## src/rtl/axi_pkg.sv

```systemverilog
// Shared AXI4 constants used by the instruction-side read bridge.
// Only the read-channel encodings the bridge needs are defined here.
package axi_pkg;

    localparam int          AXI_ID_WIDTH   = 4;
    localparam logic [1:0]  AXI_BURST_INCR = 2'b01;
    localparam logic [1:0]  AXI_RESP_OKAY  = 2'b00;

    localparam logic [1:0]  SZ_BYTE        = 2'd0;
    localparam logic [1:0]  SZ_HALF        = 2'd1;
    localparam logic [1:0]  SZ_WORD        = 2'd2;

endpackage

```

## src/rtl/inst_axi_rd_bridge_counter.sv

```systemverilog
// Outstanding-read counter: reserves an R slot at request acceptance and
// releases it when the matching read data returns.
module outstanding_counter #(
    parameter int CNT_WIDTH = 3,
    parameter int MAX       = 2
) (
    input  logic                 clk,
    input  logic                 rst_n,
    input  logic                 inc_i,
    input  logic                 dec_i,
    output logic [CNT_WIDTH-1:0] cnt_o,
    output logic                 full_o,
    output logic                 empty_o
);

    localparam logic [CNT_WIDTH-1:0] MAX_C = CNT_WIDTH'(MAX);

    logic [CNT_WIDTH-1:0] cnt_q;
    logic [CNT_WIDTH-1:0] cnt_d;

    // Simultaneous inc and dec cancel out.
    always_comb begin
        cnt_d = cnt_q;
        if (inc_i && !dec_i) begin
            cnt_d = cnt_q + CNT_WIDTH'(1);
        end else if (dec_i && !inc_i) begin
            cnt_d = cnt_q - CNT_WIDTH'(1);
        end
    end

    always_ff @(posedge clk or negedge rst_n) begin
        if (!rst_n) begin
            cnt_q <= '0;
        end else begin
            cnt_q <= cnt_d;
        end
    end

    assign cnt_o   = cnt_q;
    assign full_o  = (cnt_q >= MAX_C);
    assign empty_o = (cnt_q == '0);

    a_no_overflow: assert property (@(posedge clk) disable iff (!rst_n)
        !(inc_i && !dec_i && full_o));
    a_no_underflow: assert property (@(posedge clk) disable iff (!rst_n)
        !(dec_i && !inc_i && empty_o));

endmodule

```

## src/rtl/inst_axi_rd_bridge.sv

```systemverilog
// Converts i-cache SRAM-like single-word reads into AXI4 single-beat reads
// with one ID, so R data returns in issue order.
module inst_axi_rd_bridge
    import axi_pkg::*;
#(
    parameter int ID_WIDTH        = AXI_ID_WIDTH,
    parameter int INST_ID         = 0,
    parameter int MAX_OUTSTANDING = 2,
    parameter int CNT_WIDTH       = 3
) (
    input  logic                clk,
    input  logic                rst_n,
    input  logic                cache_inst_req,
    input  logic [1:0]          cache_inst_size,
    input  logic [31:0]         cache_inst_addr,
    output logic [31:0]         cache_inst_rdata,
    output logic                cache_inst_addr_ok,
    output logic                cache_inst_data_ok,
    output logic [ID_WIDTH-1:0] arid,
    output logic [31:0]         araddr,
    output logic [7:0]          arlen,
    output logic [2:0]          arsize,
    output logic [1:0]          arburst,
    output logic                arvalid,
    input  logic                arready,
    input  logic [ID_WIDTH-1:0] rid,
    input  logic [31:0]         rdata,
    input  logic [1:0]          rresp,
    input  logic                rlast,
    input  logic                rvalid,
    output logic                rready,
    output logic                bus_err
);

    logic                 arvalid_q;
    logic [31:0]          araddr_q;
    logic [2:0]           arsize_q;
    logic                 rready_q;
    logic                 bus_err_q;
    logic [CNT_WIDTH-1:0] cnt_w;
    logic                 full_w;
    logic                 empty_w;
    logic                 can_accept;
    logic                 addr_ok;
    logic                 data_ok;
    logic                 unused_rid;

    // A slot frees only at the clock edge after data_ok, so a full-stalled
    // request is accepted one cycle after the returning beat.
    assign can_accept = !arvalid_q && !full_w;
    assign addr_ok    = rst_n && cache_inst_req && can_accept;
    assign data_ok    = rst_n && rvalid && rlast && !empty_w;

    outstanding_counter #(
        .CNT_WIDTH (CNT_WIDTH),
        .MAX       (MAX_OUTSTANDING)
    ) u_cnt (
        .clk     (clk),
        .rst_n   (rst_n),
        .inc_i   (addr_ok),
        .dec_i   (data_ok),
        .cnt_o   (cnt_w),
        .full_o  (full_w),
        .empty_o (empty_w)
    );

    always_ff @(posedge clk or negedge rst_n) begin
        if (!rst_n) begin
            arvalid_q <= 1'b0;
            araddr_q  <= '0;
            arsize_q  <= '0;
            rready_q  <= 1'b0;
            bus_err_q <= 1'b0;
        end else begin
            rready_q  <= 1'b1;
            bus_err_q <= data_ok && (rresp != AXI_RESP_OKAY);
            if (addr_ok) begin
                arvalid_q <= 1'b1;
                araddr_q  <= cache_inst_addr;
                arsize_q  <= {1'b0, cache_inst_size};
            end else if (arvalid_q && arready) begin
                arvalid_q <= 1'b0;
            end
        end
    end

    assign cache_inst_addr_ok = addr_ok;
    assign cache_inst_data_ok = data_ok;
    assign cache_inst_rdata   = rdata;
    assign arid               = ID_WIDTH'(INST_ID);
    assign araddr             = araddr_q;
    assign arlen              = 8'd0;
    assign arsize             = arsize_q;
    assign arburst            = AXI_BURST_INCR;
    assign arvalid            = arvalid_q;
    assign rready             = rready_q;
    assign bus_err            = bus_err_q;
    assign unused_rid         = ^rid;

    // An R beat with nothing outstanding is dropped; flag it in simulation.
    a_no_orphan_r: assert property (@(posedge clk) disable iff (!rst_n)
        !(rvalid && empty_w));

endmodule

```

## config.mk

```make
export PLATFORM = sky130hd
export DESIGN_NAME = inst_axi_rd_bridge
export DESIGN_NICKNAME = d
export VERILOG_FILES = /design/src/rtl/axi_pkg.sv /design/src/rtl/inst_axi_rd_bridge_counter.sv /design/src/rtl/inst_axi_rd_bridge.sv
export SDC_FILE = /design/constraint.sdc
export NUM_CORES = 1
export LEC_CHECK = 0
export BUFFER_PORTS_ARGS = -buffer_cell sky130_fd_sc_hd__buf_2
export CAP_MARGIN = 25
export CORE_ASPECT_RATIO = 0.5
export CORE_MARGIN = 2
export CORE_UTILIZATION = 38
export CTS_CLUSTER_SIZE = 30
export DETAILED_ROUTE_END_ITERATION = 6
export PLACE_DENSITY_LB_ADDON = 0.2
export SYNTH_ARGS = -nofsm -noshare
export SYNTH_HDL_FRONTEND = slang
export SYNTH_SLANG_ARGS = --single-unit
```

## constraint.sdc

```tcl
create_clock -name clk -period 2.9 [get_ports clk]
set_input_delay 0.29 -clock clk [delete_from_list [all_inputs] [get_ports clk]]
set_output_delay 0.29 -clock clk [all_outputs]
set_load 0.02 [all_outputs]
```

# Word level (Yosys, flattened, before mapping)
# Index checks and enable logic that the tools add are counted.
# op_classes
n_reduce_logical	19
n_addsub	2
magnitude_cmp	1
mux	4
# op_table
operator	count
logical AND 1 bit	10
two-way mux 3 bit	2
nonzero test 2 bit	3
zero test 1 bit	5
adder 3 x 1 -> 3 bit (second input constant)	1
>= comparator 3 x 2 -> 1 bit (second input constant)	1
zero test 3 bit	1
subtractor 3 x 1 -> 3 bit (second input constant)	1
two-way mux 1 bit	2
# word_totals
in_bits	78
reg_bits	40

# Logic depth before layout (Yosys ltp)
# Gate-level depths: netlist of run 1.
# depth
word_depth	8
mapped_depth	9

# Cells and area by module
# From an unflattened synthesis of run 1, not the netlist that was laid out.
# unflattened
hier_cells	143
hier_area_um2	2054.5
# by_module_without_submodules
mod	area_per_inst_um2	seq_area_each_um2	cells_each	n_inst
inst_axi_rd_bridge	1888.1	925.9	129	1
outstanding_counter	166.4	75.1	14	1

# Worst setup path after synthesis of run 1
# Ideal clock, no wire load.
# synth_path
path_type	reg2reg
start	register arvalid_q (netlist: arvalid)
end	register u_cnt.cnt_q[2] (netlist: u_cnt.cnt_o[2])
path_slack_ps	610
required_time_ps	2821
arrival_time_ps	2211
n_path_buf	1
path_stages_with_launch	9
cell_sequence	dfrtp_1 -> nor4_4 -> buf_6 -> ha_1 -> inv_1 -> fa_1 -> xor2_1 -> nor2_1 -> xor2_1
# synth_between
elab_chain_cells	6
elab_cells_between_ends	8
cone_classes	1 x mux; 7 x reduce/logical
# synth_rtl
element	line_no	rtl
from (decl)	inst_axi_rd_bridge.sv:35	logic arvalid_q;
from (signal assigned)	inst_axi_rd_bridge.sv:69	arvalid_q <= 1'b0;
from (signal assigned)	inst_axi_rd_bridge.sv:78	arvalid_q <= 1'b1;
from (signal assigned)	inst_axi_rd_bridge.sv:82	arvalid_q <= 1'b0;
zero test 1 bit *	inst_axi_rd_bridge.sv:50	assign can_accept = !arvalid_q && !full_w;
logical AND 1 bit *	inst_axi_rd_bridge.sv:50	
logical AND 1 bit *	inst_axi_rd_bridge.sv:51	assign addr_ok = rst_n && cache_inst_req && can_accept;
named net cache_inst_addr_ok	inst_axi_rd_bridge.sv:17	output logic cache_inst_addr_ok,
zero test 1 bit	inst_axi_rd_bridge_counter.sv:26	end else if (dec_i && !inc_i) begin
logical AND 1 bit	inst_axi_rd_bridge_counter.sv:26	
nonzero test 2 bit (no source line)	--	
to (signal assigned)	inst_axi_rd_bridge_counter.sv:35	cnt_q <= cnt_d;
to (decl)	inst_axi_rd_bridge_counter.sv:18	logic [CNT_WIDTH-1:0] cnt_q;
# Mark *: on every way through the listed nets, which the timed path passes. The rest lies on a longest branch.
# A chain may end at the register's enable or synchronous reset.

# Worst setup path after layout of run 1
# layout_path
start	input port rst_n
end	output port cache_inst_addr_ok
# layout_between
elab_chain_cells	2
# layout_rtl
element	line_no	rtl
from (decl)	inst_axi_rd_bridge.sv:12	input logic rst_n,
logical AND 1 bit (2 in a row)	inst_axi_rd_bridge.sv:51	
to (decl)	inst_axi_rd_bridge.sv:17	
# Every way passes these cells.

==> results.ini, run 1 <==
[drt]
num_vias = 1120
postRouteWirelength_um = 3330
viasPerCell = 4.18
detail-route-antenna-nets = 0
drc = 0
dr.pass1.iters = 2
wl_per_cell_um = 12.4
drt_iter0_drc = 16

[critical_path]
r2r-start = u_cnt.cnt_o[2]
crit_arrival_ns = 2.15
cp-start-kind = input port
rrSetupSlack_ns = 0.97
critPathMaxFanout = 36
path_class = input port to output pin
end_kind = output pin
worstPathRequired_ns = 2.61
rr_endpoint = u_cnt.cnt_o[2]
rr_worst_depth = 9

[yosys]
ys_async_sr_fraction_pct = 100
seq_area_frac_synth_pct = 52.2
synth.top_cell.area_share_pct = 52.2
yosys.area.top_type = dfrtp_1
syn_area_sq_um = 1920
syn_inst = 143
synthAdderAreaFrac_pct = 1.70
syn_area_per_cell_sq_um = 13.4
synth_top_family_by_area = buffers and inverters
ys_top_cells_by_area = dfrtp_1 (52%), mux2_2 (19%), buf_4 (18%)
synthSimpleGateAreaFrac_pct = 2.22
synth_xor_area_share_pct = 1.37
yosys.cell_count.top_type = buf_4
synth.area.mux_share_pct = 20.6
synth_warnings = 0
ys_seq_elements = 40
synthTopCellsByCount = buf_4 (47), dfrtp_1 (40), mux2_2 (33), buf_6 (3), inv_1 (3)
ys_types = 18
synth_compound_area_share_pct = 0.783
synth_flop_cell = dfrtp_1
synth_edf_count = 0

[timing]
drv_slew = 0
worst_slack_ns = 0.464
rsz0062_at_grt = no
finClkSkew_ns = 0.00324
fin_crit_sh_pct = 84.0
hold_viol_final = 0
setup_tns_ns = 0
holdWs_ns = 0.211
fin_crit_ns = 2.44
fmax_mhz = 411
setup_viol = 0

[global_routing]
antenna_found_initial = 0
grt_pass1_vias = 1076
grt_usage_pct = 11.8
grt_pass1_wl_um = 5050
overflow = 0
grt_max_degree = 37

[placement]
gp_congestion = 0.701
place_ws_ns = 0.743
place_hpwl_um = 2650
numPortBuffers = 80

[floorplan]
die_w_um = 104
io_pins = 164
die_y_um = 54.2
fp-row-count = 18
start_util_pct = 39.2
die_area_sq_um = 5660
coreArea_sq_um = 4890

[power]
powerDensity_nw_per_um2 = 1070
finalPower_uw = 2330
ir_drop_v = 0.000346
power_leakage_uw = 0.00111

[finish]
drive_gt1_share_pct = 61.6
final_util_pct = 44.7
seqCellArea_sq_um = 1000
nets = 277
diodes = 0
nFillCells = 490
area_growth_pct = 14.0
multiInputGateArea_sq_um = 571

[run_status]
status = completed

[cts]
cts-htree-levels = 2
cts_tree = done
cts_buffer_depth = 2
numCtsBuffers = 5
cts.sinks = 40
insertion_delay_ns = 0.28
root_buffer = clkbuf_8
clk_pin_slew_ns = 0.07
postCtsSetupRepairBufs = 0

[min_path]
min-delay-start = rresp[0]
min_to = bus_err
hold_path.class = input port to flip-flop
hold_path_depth = 2

[run]
maxCapViolCount = 0

## sequential cells by signal (all words and copies together) (netlist names)
| register | flops |
|---|---|
| u_cnt.cnt_o | 3 |
| araddr | 32 |
| bus_err | 1 |
| rready | 1 |
| arsize | 2 |
| arvalid | 1 |
## final cells by class
cell class                      count  area share (%)
Timing Repair Buffer               83            19.5
Multi-Input combinational cell     64            26.1
Inverter                            3           0.515
Tap cell                           70            4.01
Clock buffer                        8            4.12
Sequential cell                    40            45.8
## power breakdown
part / total, uW / internal [uW] / switching (uW)
logic: 995 / 435 / 560
clock network: 366 / 194 / 172
registers: 968 / 826 / 143
## layer usage
metal  wire length (um)  part of all wire (%)  vias to the layer above  track usage, %
li1                   -                     -                      511               -
met1               1160                    35                      538            12.0
met4                 69                   2.1                        0            6.08
met5                  0                     0                        -           0.893
met2               1740                    52                       59            21.2
met3                360                    11                       12            5.48
## critical path: stages
cell	delay (ns)
dlygate4sd3_1	0.52
buf_2	0.31
nand2_1	0.15
nor4_4	0.17
buf_4	0.44
buf_2	0.25
## placed cells by master, fill, tap and decap left out, drive strengths merged
| cell | synthesis | layout |
|---|---|---|
| nand2 | 1 | 1 |
| xnor2 | 1 | 1 |
| dlygate4sd3 | 0 | 1 |
| mux2 | 35 | 35 |
| nor2 | 2 | 2 |
| nor4 | 1 | 1 |
| nor3 | 1 | 1 |
| ha | 1 | 1 |
| clkbuf | 0 | 8 |
| inv | 3 | 3 |
| o21a | 1 | 1 |
| xor2 | 2 | 2 |
| fa | 1 | 1 |
| conb | 2 | 16 |
| dfrtp | 40 | 40 |
| buf | 50 | 82 |
| nand3 | 1 | 1 |
| a21o | 1 | 1 |
## stage by stage
step	std cells	cell area, sq um
6_report	268	2190
5_1_grt	268	2190
4_1_cts	268	2190
3_5_place_dp	259	2090
3_3_place_gp	259	2090
2_1_floorplan	157	1970
## kinds of logic after synthesis
kind of cell    after synthesis
compound gates                2
xor+xnor                      3
fa+ha+maj                     2
buf+inv                      53
flops                        40
mux                          35
other cells                   2
simple gates                  6
## how the worst max path moves through the flow
stage | end | from | slack, ns | cells past startpoint
floorplan | u_cnt.cnt_o[2] | arvalid | 0.61 | 8
global placement | u_cnt.cnt_o[2] | rst_n | 0.81 | 9
detailed placement | u_cnt.cnt_o[2] | rst_n | 0.74 | 9
CTS | cache_inst_addr_ok | rst_n | 0.39 | 6
global route | cache_inst_addr_ok | rst_n | 0.28 | 6
finish | cache_inst_addr_ok | rst_n | 0.46 | 6
## repair_timing
action | 4_1_cts | 5_1_grt
hold buffers | 1 | 0
endpoints found under the hold margin | 13 | 0
gates resized for setup | 0 | 0
endpoints found under the setup margin | 0 | 0
Power figures use the tool's default switching activity.
==> inputs of run 2 (changes only) <==
- CORE_UTILIZATION: 38 -> 34
- clock period: 2.9 -> 2 ns (I/O delays scaled with it)
==> run 2 against run 1 <==
Net effect: setup slack got worse by 0.37 ns; clock power is 140% higher; global-route usage is 0.13 points higher; combinational power grew 51%; final cell count rose by 2.2%; non-clock buffer count is 3 higher; utilization fell by 2.3 points; clock skew is essentially flat; design area rose by 6.1%; sequential share of layout area down 2.6 points; flip-flop and latch count unchanged; register-to-register slack got worse by 0.84 ns; highest routed layer unchanged.
==> results.ini, run 2 (same netlist as run 1, synthesis figures left out) <==
[finish]
nets = 280  ; +1.1%
diodes = 0  ; unchanged
drive_gt1_share_pct = 65.7  ; +4.1 points
final_common_cell = buf_2
nFillCells = 527  ; +7.6%
largest_reg_flops = 32  ; unchanged
area_growth_pct = 21.0
final_cell_mix = buf_2 (80), dfrtp_1 (39), mux2_2 (32)

[drt]
drt_iter0_drc = 12  ; -4
wl_per_cell_um = 13.5  ; +9.0%
dr.pass1.iters = 2  ; unchanged
viasPerCell = 4.26  ; +2.0%
drc = 0  ; unchanged
postRouteWirelength_um = 3710  ; +11%
detail-route-antenna-nets = 0  ; unchanged
num_vias = 1168  ; +4.3%

[floorplan]
start_util_pct = 35.1  ; -4.2 points
die_y_um = 57.1  ; +5.3%
die_w_um = 110  ; +5.5%
die_area_sq_um = 6290  ; +11%
coreArea_sq_um = 5470  ; +12%
fp-row-count = 19  ; +1
io_pins = 164  ; unchanged

[critical_path]
rr_endpoint = u_cnt.cnt_o[2]
path_class = flip-flop to output pin
rrSetupSlack_ns = 0.13  ; -0.84 ns
critPathMaxFanout = 36  ; unchanged
crit_arrival_ns = 1.70  ; -0.45 ns
cp-start-kind = flip-flop
end_kind = output pin
r2r-start = u_cnt.cnt_o[1]
rr_worst_depth = 7  ; -2
worstPathRequired_ns = 1.80  ; -0.81 ns

[cts]
clk_pin_slew_ns = 0.06  ; about the same
cts.sinks = 40  ; unchanged
insertion_delay_ns = 0.27  ; about the same
numCtsBuffers = 5  ; unchanged
cts-htree-levels = 2  ; unchanged
root_buffer = clkbuf_16
cts_buffer_depth = 2  ; unchanged
cts_tree = done

[min_path]
hold_path_depth = 2  ; unchanged
hold_path.class = input port to flip-flop
min_to = bus_err
min-delay-start = rresp[0]

[run_status]
status = completed

[global_routing]
grt_usage_pct = 11.9  ; +0.13 points
grt_pass1_vias = 1173  ; +9.0%
grt_max_degree = 37  ; unchanged
overflow = 0  ; unchanged
grt_pass1_wl_um = 5600  ; +11%
antenna_found_initial = 0  ; unchanged

[power]
ir_drop_v = 0.000649  ; +88%
power_leakage_uw = 0.00117  ; +5.0%
finalPower_uw = 3810  ; +63%
powerDensity_nw_per_um2 = 1640  ; +54%

[placement]
gp_congestion = 0.701  ; about the same
place_ws_ns = 0.109  ; -0.634 ns
numPortBuffers = 80  ; unchanged

[timing]
fin_crit_ns = 1.90
drv_slew = 0  ; unchanged
setup_viol = 0  ; unchanged
hold_viol_final = 0  ; unchanged
fin_crit_sh_pct = 95.2
worst_slack_ns = 0.0956  ; -0.369 ns
finClkSkew_ns = 0.00368  ; +0.000437 ns
fmax_mhz = 525

[run]
maxCapViolCount = 0  ; unchanged

==> run 2: cell count changes in the layout (fill, tap and decap cells not counted), moves of 2 or more <==
cell and delta:
clkbuf_1 -2, buf_4 +2, clkbuf_16 +5, clkbuf_8 -6
==> run 2: worst max path at each step <==
stage                   start            endpoint  depth (start not counted)
2_1_floorplan  u_cnt.cnt_o[1]      u_cnt.cnt_o[2]                          8
3_3_place_gp   u_cnt.cnt_o[1]      u_cnt.cnt_o[2]                          9
3_5_place_dp   u_cnt.cnt_o[1]      u_cnt.cnt_o[2]                          7
4_1_cts        u_cnt.cnt_o[1]  cache_inst_addr_ok                          3
5_1_grt        u_cnt.cnt_o[1]  cache_inst_addr_ok                          3
6_report       u_cnt.cnt_o[1]  cache_inst_addr_ok                          3
==> run 2: layout make-up <==
type                            instances  area, sq um  share of cell area (%)
Inverter                                3         11.3                   0.486
Tap cell                               73         91.3                    3.94
Clock inverter                          3         42.5                    1.83
Sequential cell                        40         1000                    43.2
Clock buffer                            5          125                    5.40
Timing Repair Buffer                   86          452                    19.5
Multi-Input combinational cell         64          594                    25.6
==> run 2: through the flow <==
step / util (%) / setup TNS (ns) / hold WS (ns) / instances / instance area, sq um
floorplan: - / -0.345 / -0.0956 / 157 / 1990
CTS: 42.0 / 0 / 0.137 / 272 / 2300
detailed placement: 38.7 / 0 / 0.195 / 263 / 2120
global route: 42.4 / -0.00400 / 0.139 / 274 / 2320
finish: 42.4 / 0 / 0.135 / 274 / 2320
global placement: 38.7 / 0 / 0.196 / 263 / 2120
==> run 2: worst max-delay path: stages (launching register included) <==
cell and delay, ns:
dfrtp_2 0.44, nor4_4 0.39, buf_6 0.36, buf_2 0.23
==> run 2: timing repair <==
| action | 4_1_cts | 5_1_grt |
|---|---|---|
| setup buffers | 0 | 2 |
| hold buffers | 1 | 0 |
| endpoints found under the hold margin | 40 | 0 |
| gates resized for setup | 1 | 2 |
| pin swaps | 0 | 3 |
| endpoints found under the setup margin | 1 | 2 |
==> run 2: power by group <==
| part | leakage (uW) | total [uW] | internal [uW] | switching (uW) |
|---|---|---|---|---|
| sequential | 0.000481 | 1420 | 1200 | 216 |
| clock | 0.0000798 | 892 | 585 | 307 |
| combinational | 0.000607 | 1500 | 672 | 828 |
| total | 0.00117 | 3810 | 2460 | 1350 |
==> run 2: routing by layer <==
| layer | track usage [%] | vias up | share of wire, % |
|---|---|---|---|
| li1 | - | 520 | - |
| met1 | 12.2 | 572 | 35 |
| met2 | 22.3 | 64 | 53 |
| met3 | 3.89 | 12 | 9.8 |
| met4 | 5.00 | 0 | 1.8 |
| met5 | 0 | - | 0 |
==> inputs of run 3 (changes only) <==
==> constraint.sdc (replaced) <==
create_clock -name clk -period 2 [get_ports clk]
set_input_delay 0.3 -clock clk [delete_from_list [all_inputs] [get_ports clk]]
set_output_delay 0.3 -clock clk [all_outputs]
set_load 0.02 [all_outputs]
==> run 3 against run 2 <==
Net effect: setup slack gained 0.0053 ns; highest routed layer unchanged; global-route usage increased by 0.14 points; critical path type is now flip-flop to flip-flop; first-iteration DRC count grew 25%.
==> results.ini, run 3 (same netlist as run 1, synthesis figures left out) <==
[run_status]
status = completed

[timing]
worst_slack_ns = 0.101  ; +0.00527 ns
setup_viol = 0  ; unchanged
fmax_mhz = 527  ; +0.28%
drv_slew = 0  ; unchanged
rsz0062_at_grt = no
finClkSkew_ns = 0.00161  ; -0.00206 ns
hold_viol_final = 0  ; unchanged
setup_tns_ns = 0  ; unchanged
fin_crit_sh_pct = 95.0  ; -0.26 points
holdWs_ns = 0.0348  ; -0.101 ns
fin_crit_ns = 1.90  ; -0.00527 ns

[critical_path]
slowest_stage = dfrtp_2
rr_endpoint = u_cnt.cnt_o[2]
path_cells = nor4_4 > buf_4 > ha_4 > inv_2 > fa_2 > xor2_1 > nor2_1 > xor2_1
crit_arrival_ns = 2.10  ; +0.40 ns
cpLargestDelayFamily = adder cells
cp.buffers_inverters = 2  ; unchanged
critPathMaxFanout = 3  ; -92%
rr_worst_depth = 8  ; +1
cp-start-kind = flip-flop
critPathLaunch = u_cnt.cnt_o[2]
worstPathRequired_ns = 2.20  ; +0.40 ns
path_class = flip-flop to flip-flop
cp.depth = 8  ; +5
crit_end = u_cnt.cnt_o[2]
end_kind = flip-flop
max_stage_delay_ns = 0.44  ; about the same
crit_top_cell = xor2_1
rrSetupSlack_ns = 0.10  ; -0.03 ns
r2r-start = u_cnt.cnt_o[2]

[drt]
drt_iter0_drc = 15  ; +3
drc = 0  ; unchanged
dr.pass1.iters = 2  ; unchanged
detail-route-antenna-nets = 0  ; unchanged
wl_per_cell_um = 13.6  ; +0.44%
viasPerCell = 4.12  ; -3.4%
num_vias = 1120  ; -4.1%
postRouteWirelength_um = 3700  ; -0.30%

[floorplan]
die_y_um = 57.1  ; unchanged
die_area_sq_um = 6290  ; unchanged
coreArea_sq_um = 5470  ; unchanged
fp-row-count = 19  ; unchanged
die_w_um = 110  ; unchanged
start_util_pct = 35.1  ; unchanged
io_pins = 164  ; unchanged

[cts]
cts-htree-levels = 2  ; unchanged
cts_tree = done
numCtsBuffers = 5  ; unchanged
cts_buffer_depth = 2  ; unchanged
root_buffer = clkbuf_16
insertion_delay_ns = 0.28  ; about the same
cts.sinks = 40  ; unchanged
clk_pin_slew_ns = 0.06  ; about the same

[finish]
area_growth_pct = 23.0
final_cell_mix = buf_2 (80), dfrtp_1 (38), mux2_2 (32)
largest_reg_flops = 32  ; unchanged
nFillCells = 522  ; -0.95%
drive_gt1_share_pct = 66.3  ; +0.66 points
finalNonFillerCells = 272  ; -0.73%
diodes = 0  ; unchanged
fin_area_sq_um = 2360  ; +1.7%
final_common_cell = buf_2
nets = 278  ; -0.71%

[global_routing]
grt_usage_pct = 12.0  ; +0.14 points
grt_pass1_vias = 1098  ; -6.4%
grt_pass1_wl_um = 5550  ; -0.98%
overflow = 0  ; unchanged
antenna_found_initial = 0  ; unchanged
grt_max_degree = 37  ; unchanged

[placement]
place_hpwl_um = 2880
dp.cells = 263  ; unchanged
numPortBuffers = 80  ; unchanged
gp_congestion = 0.672  ; -4.2%
place_ws_ns = 0.0852  ; -0.0233 ns
place_area_sq_um = 2120  ; unchanged

[power]
powerDensity_nw_per_um2 = 1720  ; +5.0%
ir_drop_v = 0.000746  ; +15%
power_leakage_uw = 0.00118  ; +1.4%

[run]
maxCapViolCount = 0  ; unchanged

[min_path]
hold_path.class = input port to asynchronous set/reset pin

==> run 3: cell count changes in the layout (fill, tap and decap cells not counted) <==
cell           previous run  this run
dfrtp_2                   1         2
buf_4                     4         3
buf_6                     1         0
dfrtp_1                  39        38
clkinvlp_4                1         0
buf_12                    0         1
dlygate4sd3_1             1         0
bufinv_16                 1         3
clkinv_2                  1         0
==> run 3: worst min path at each step <==
stage,endpoint,slack [ns],start
finish,araddr[20],0.03,rst_n
CTS,araddr[30],0.04,rst_n
global placement,arvalid,0.33,rst_n
global route,araddr[30],0.05,rst_n
detailed placement,araddr[21],0.34,rst_n
floorplan,araddr[0],0.004,rst_n
==> run 3: metrics by stage <==
stage	utilization, %	total power [uW]
floorplan	-	2530
finish	43.1	4070
detailed placement	38.7	2940
global placement	38.7	2880
global route	43.1	4320
CTS	42.9	4110
==> run 3: layout make-up <==
class / count / area, sq um / share of cell area (%)
multi-input cells: 64 / 594 / 25.2
well taps: 73 / 91.3 / 3.87
clock buffers: 5 / 125 / 5.31
clock inverters: 3 / 90.1 / 3.82
inverters: 3 / 11.3 / 0.477
repair buffers: 84 / 443 / 18.8
flip-flops and latches: 40 / 1000 / 42.5
==> run 3: what timing repair did <==
| item | CTS | global route |
|---|---|---|
| endpoints found under the setup margin | 1 | 2 |
| hold buffers | 0 | 0 |
| gates resized for setup | 3 | 3 |
| pin swaps | 0 | 1 |
| setup buffers | 0 | 1 |
==> run 3: where the power goes <==
part	leakage (uW)	switching (uW)	internal, uW
logic	0.000600	827	666
clock network	0.000104	315	841
registers	0.000480	216	1200
==> run 3: layer usage <==
metal  global-route usage, %  routed length (um)
met5                       0                   0
met2                    21.6                1930
met3                    5.26                 390
met4                    5.00                  68
met1                    12.3                1320
